`src/rtl/modred_seq.sv`:
```
// Sequential modular reduction: restoring division of a 2W-bit dividend by a W-bit
// modulus, one dividend bit per clock. Produces quotient, remainder and a divide-by-zero flag.
module modred_seq #(
    parameter int DATA_WIDTH = 8
) (
    input  logic                      clk,
    input  logic                      rst_n,
    input  logic                      start,
    input  logic [2*DATA_WIDTH-1:0]   a,
    input  logic [DATA_WIDTH-1:0]     modulant,
    output logic                      busy,
    output logic                      done,
    output logic [DATA_WIDTH-1:0]     remainder,
    output logic [2*DATA_WIDTH-1:0]   quotient,
    output logic                      div_zero
);

    localparam int W  = DATA_WIDTH;
    localparam int AW = 2 * DATA_WIDTH;
    localparam int CW = $clog2(AW + 1);

    typedef enum logic [1:0] {
        IDLE,
        CALC,
        DONE
    } state_t;

    state_t          state;
    logic [AW-1:0]   work;
    logic [W-1:0]    mod_q;
    logic [W-1:0]    pr;
    logic [CW-1:0]   cnt;

    logic [W:0]      pr_shift;
    logic            ge;
    logic [W-1:0]    pr_next;
    logic [AW-1:0]   work_next;

    // The dividend register doubles as the quotient accumulator: its MSB feeds the
    // partial remainder while the new quotient bit enters at the LSB.
    always_comb begin
        pr_shift  = {pr, work[AW-1]};
        ge        = (pr_shift >= {1'b0, mod_q});
        pr_next   = ge ? W'(pr_shift - {1'b0, mod_q}) : pr_shift[W-1:0];
        work_next = {work[AW-2:0], ge};
    end

    always_ff @(posedge clk or negedge rst_n) begin
        if (!rst_n) begin
            state     <= IDLE;
            busy      <= 1'b0;
            done      <= 1'b0;
            div_zero  <= 1'b0;
            remainder <= '0;
            quotient  <= '0;
            work      <= '0;
            mod_q     <= '0;
            pr        <= '0;
            cnt       <= '0;
        end else begin
            case (state)
                IDLE, DONE: begin
                    done <= 1'b0;
                    busy <= 1'b0;
                    if (start) begin
                        work  <= a;
                        mod_q <= modulant;
                        pr    <= '0;
                        if (modulant == '0) begin
                            state     <= DONE;
                            done      <= 1'b1;
                            div_zero  <= 1'b1;
                            quotient  <= '1;
                            remainder <= a[W-1:0];
                            cnt       <= '0;
                        end else begin
                            state <= CALC;
                            busy  <= 1'b1;
                            cnt   <= CW'(AW);
                        end
                    end else begin
                        state <= IDLE;
                    end
                end
                CALC: begin
                    work <= work_next;
                    pr   <= pr_next;
                    cnt  <= cnt - CW'(1);
                    if (cnt == CW'(1)) begin
                        state     <= DONE;
                        busy      <= 1'b0;
                        done      <= 1'b1;
                        quotient  <= work_next;
                        remainder <= pr_next;
                        div_zero  <= 1'b0;
                    end
                end
                default: begin
                    state <= IDLE;
                    busy  <= 1'b0;
                    done  <= 1'b0;
                end
            endcase
        end
    end

endmodule

```
`config.mk`:
```
export PLATFORM = sky130hd
export DESIGN_NAME = modred_seq
export DESIGN_NICKNAME = d
export VERILOG_FILES = /design/src/rtl/modred_seq.sv
export SDC_FILE = /design/constraint.sdc
export NUM_CORES = 1
export LEC_CHECK = 0
export ABC_AREA = 1
export CAP_MARGIN = 5
export CORE_UTILIZATION = 35
export DETAILED_ROUTE_END_ITERATION = 8
export GPL_ROUTABILITY_DRIVEN = 0
export PLACE_DENSITY = 0.66
export SLEW_MARGIN = 20
export SYNTH_ARGS = -nofsm -noshare
export SYNTH_HDL_FRONTEND = slang
export SYNTH_SLANG_ARGS = --single-unit
```
`constraint.sdc`:
```
create_clock -name clk -period 3.7 [get_ports clk]
set_input_delay 0.74 -clock clk [delete_from_list [all_inputs] [get_ports clk]]
set_output_delay 0.74 -clock clk [all_outputs]
set_load 0.03 [all_outputs]
```
# Word-level counts from Yosys, hierarchy flattened
# Cells that the tools add are included.
# op_classes
addsub,2
n_lt_le_gt_ge,1
n_eq_ne,6
mux,31
n_reduce_logical,7
# ops
op,count
two-way mux 16 bit,4
case mux 16 bit (2 select lines),2
two-way mux 8 bit,5
case mux 8 bit (2 select lines),2
two-way mux 5 bit,2
case mux 5 bit (2 select lines),1
greater-or-equal comparator 9 x 8 -> 1 bit,1
zero test 8 bit,1
two-way mux 1 bit,8
subtractor 8 bit,1
two-way mux 2 bit,3
"!= test 2 bit, second input constant",3
case mux 1 bit (2 select lines),3
"equality test 5 x 1 -> 1 bit, second input constant",1
"subtractor 5 x 1 -> 5 bit, second input constant",1
case mux 2 bit (2 select lines),1
AND reduction 2 bit,2
AND reduction 4 bit,1
"equality test 2 x 1 -> 1 bit, second input constant",1
"equality test 2 bit, second input constant",1
zero test 2 bit,1
nonzero test 2 bit,1
OR reduction 2 bit,1
# word_totals
ff_bits,66
input_bits,27
output_inout_bits,27
elab_cells,57

# Logic depth before layout (Yosys ltp)
# logic_depth
ltp_word,4
ltp_mapped,13
mapped_depth_nobuf,13

# Worst setup path before layout
# No wires, ideal clock.
# synth_path
path_kind,in2reg
from,input modulant[4]
to,register remainder[5]
setup_time_ps,113
arrival_time_ps,1566
required_time_ps,3587
slack_ps,2021
stages,9
path_buffers,1
path_cell_list,nor3_2 nand4_1 nand2_2 nand2_4 buf_6 nor2_1 nand3_1 nand2_1 inv_1
# synth_between
elab_chain_cells,3
# synth_rtl
item,line_no,text
from (decl),10,"input logic [DATA_WIDTH-1:0] modulant,"
zero test 8 bit,69,if (modulant == '0) begin
!= test 2 bit (no line),--,
AND reduction 4 bit (no line),--,
to (signal assigned),74,remainder <= a[W-1:0];
to (signal assigned),94,remainder <= pr_next;
to (decl),13,"output logic [DATA_WIDTH-1:0] remainder,"
# No other way between the ends.
# A chain may end at the register's enable or synchronous reset.

# Worst setup path in the final report
# layout_path
from,register state[1]
to,register work[1]
# layout_between
elab_chain_cells,4
elab_cells_between_ends,8
cone_classes,eq/ne: 3; mux: 1; reduce/logical: 4
# layout_rtl
item,line_no,text
from (decl),28,state_t state;
from (signal assigned),50,state <= IDLE;
from (signal assigned),70,state <= DONE;
from (signal assigned),77,state <= CALC;
equality test 2 bit or zero test 2 bit (tied branches),61,case (state)
OR reduction 2 bit,61,
!= test 2 bit (no line) or nonzero test 2 bit (tied branches),--,
AND reduction 2 bit (no line),--,
to (signal assigned),86,work <= work_next;
to (decl),29,logic [AW-1:0] work;
# Parallel ways exist; a longest one is shown, timed or not.

==> impl_metrics.tcl <==
set metrics [dict create \
    root_buffer "clkbuf_8" \
    dp_hpwl_mm 5.905 \
    antenna_found_initial 0 \
    num_vias 2991 \
    cts-resized-gates 0 \
    synth_warnings 0 \
    cts.clk_slew.worst_paths_ns 0.07 \
    synth_top_area_share 0.4785 \
    portBuffers 53 \
    startpoint "state[1]" \
    synth_area_per_cell_sq_um 7.961 \
    grt_first_pass_wirelength_mm 13.61 \
    area_growth_pct 25.03 \
    combPwrFrac 0.568 \
    die_height_um 100.6 \
    drc_errors 0 \
    post-synth-top-count-cell "nand2_1" \
    p_leak_nw 2.092 \
    synth_nets 465 \
    power_switching_mw 2.141 \
    num_antenna_cells 0 \
    cts_buffers 9 \
    fin_util 0.4557 \
    crit_required_ns 3.92 \
    synth-edff-count 0 \
    status "finished clean" \
    cts_tree "built" \
    dp_slack_ns 1.170 \
    ys.flop_type "dfrtp_1" \
    fmax_mhz 438.5 \
    internal_power_mw 2.424 \
    clk_latency_ns 0.34 \
    hold-worst-slack_ns 0.4164 \
    drt_iter0_markers 228 \
    grt_overflow 0 \
    synthTopCellsByCount "nand2_1, dfrtp_1, inv_1" \
    p_seq_frac 0.285 \
    post_cts_buffers 0 \
    synth_seq_cells 65 \
    ys_types 31 \
    num_rows 35 \
    final_max_slew_viol_count 0 \
    viasPerCell 4.879 \
    routed_wl_mm 8.086 \
    arrival_ns 2.51 \
    rsz0062_at_grt "no" \
    power.density_nw_per_um2 1074 \
    clkSinkCount 65 \
    grt_max_degree 50 \
    r2r_setup_slack_ns 1.42 \
    max_slew_margin 0.5796 \
    fin_ws_ns 1.420 \
    crit_fanout 37 \
    ir_worst_vdd_mv 0.5302 \
    setup_tns_ns 0 \
    power.clock.fraction 0.147 \
    max-clock-path-buffers 2 \
    period_share 0.6163 \
    final-hold-violation-count 0 \
    syn-cell-area_sq_um 3400 \
    nNetsFinal 517 \
    synth-async-reset-ratio 1.000 \
    worst-setup-path-type "reg -> reg" \
    worstReg2RegEnd "work[1]" \
    ys_seq_area_frac 0.4785 \
    worstMarginPinSlew_ns 0.6299 \
    r2r_start "state[1]" \
    startpoint_type "flip-flop" \
    grt_pass1_vias 2948 \
    reg2reg_depth 7 \
    end_kind "flip-flop" \
    initial_utilization 0.3645 \
    drt-pass1-iter-count 5 \
    synthTopCellsByArea "dfrtp_1, nand2_1, inv_1, nor2_1, o21ai_0" \
    cap_violations 0 \
    worst_hold_path_type "in -> async" \
    placedInstanceArea_sq_um 4028 \
    synthCells 427 \
    p_sw_frac 0.4691 \
    final_layout_size_suffix_gt1_frac 0.08058 \
    wire_per_inst_um 13.19 \
    fin_crit_ns 2.280 \
    fin_area_sq_um 4250 \
    grtUsageTotal 0.1737 \
    core_sq_um 9328 \
    die_area_sq_um 10110 \
    antenna_left 0 \
    setup_viol 0 \
    ctsHtreeMaxLevel 3 \
    synth_top_cell_by_area "dfrtp_1" \
    ctsHoldBuffers 0 \
    die_w_um 100.6 \
    finClkSkew_ns 0.005268 \
    ios 54 \
]
per-stage QoR:
stage | cells | power, mW
final | 613 | 4.565
after global routing | 613 | 4.976
after CTS | 613 | 4.579
after detailed placement | 597 | 3.882
after global placement | 597 | 3.855
after floorplan | 427 | 3.166
layout make-up:
class                           count  area (sq um)
Clock buffer                       11         141.4
Clock inverter                      5         78.83
Fill cell                         914          5077
Inverter                           62         235.2
Multi-Input combinational cell    285          1456
Sequential cell                    65          1627
Tap cell                          129         161.4
Timing Repair Buffer               56         550.5
worst max-delay path: stages, from the launching register on:
cell	delay [ns]
dfrtp_1	0.45
nor2_4	0.12
buf_4	0.34
inv_2	0.29
nand2_1	0.42
inv_2	0.25
a211oi_1	0.22
nor2_1	0.06
placed cells by master, fill, tap and decap left out:
cell	synthesis	layout
nor3_1	1	1
nor2_2	3	3
inv_4	1	1
clkbuf_1	5	1
nand2_2	1	1
nand4_2	1	1
fa_1	1	1
o21ai_0	34	34
dfrtp_1	65	65
buf_4	0	4
nand4_1	11	11
nand2_1	93	93
nor3_2	1	1
clkinv_4	0	1
a211oi_1	1	1
xnor2_1	4	4
clkinv_2	0	2
o22ai_1	9	9
or2_2	3	3
clkbuf_8	0	10
nand2_4	2	2
bufinv_16	0	2
inv_1	57	57
clkdlybuf4s50_1	0	52
nand3_2	3	3
nor2_1	46	46
nand3_1	33	33
nor2_4	1	1
ha_1	10	10
inv_2	4	4
o221ai_1	2	2
a21oi_1	19	19
a22oi_1	1	1
or2_1	5	5
power by group through the flow:
stage	combinational, mW	sequential, mW	clock, mW
after detailed placement	2.57	1.31	0
after global routing	2.91	1.34	0.721
after global placement	2.55	1.31	0
final	2.59	1.30	0.672
after CTS	2.60	1.30	0.682
after floorplan	1.62	1.54	0
metal layers:
metal  wire length [um]  track usage  part of all wire  vias up
li1                   -            -                 -     1486
met4                250      0.09142             0.031        0
met1               3778       0.2327              0.47     1386
met3                415      0.03537             0.051       16
met5                  0            0                 0        -
met2               3642       0.2655              0.45      103
flip-flops by register name, indices dropped and copies added (netlist names):
name / cells
quotient: 16
work: 16
mod_q: 8
pr: 8
remainder: 8
cnt: 5
state: 2
busy: 1
div_zero: 1
worst max-delay path by stage:
stage	to
floorplan	remainder[5]
global placement	remainder[7]
detailed placement	remainder[1]
CTS	work[1]
global route	work[1]
finish	work[1]
kinds of logic after synthesis:
group | synth area share
fa+ha+maj | 0.04269
xor+xnor | 0.01030
compound gates | 0.1042
buf+inv | 0.09312
simple gates | 0.2713
flops | 0.4785
(Power assumes the default switching activity.)
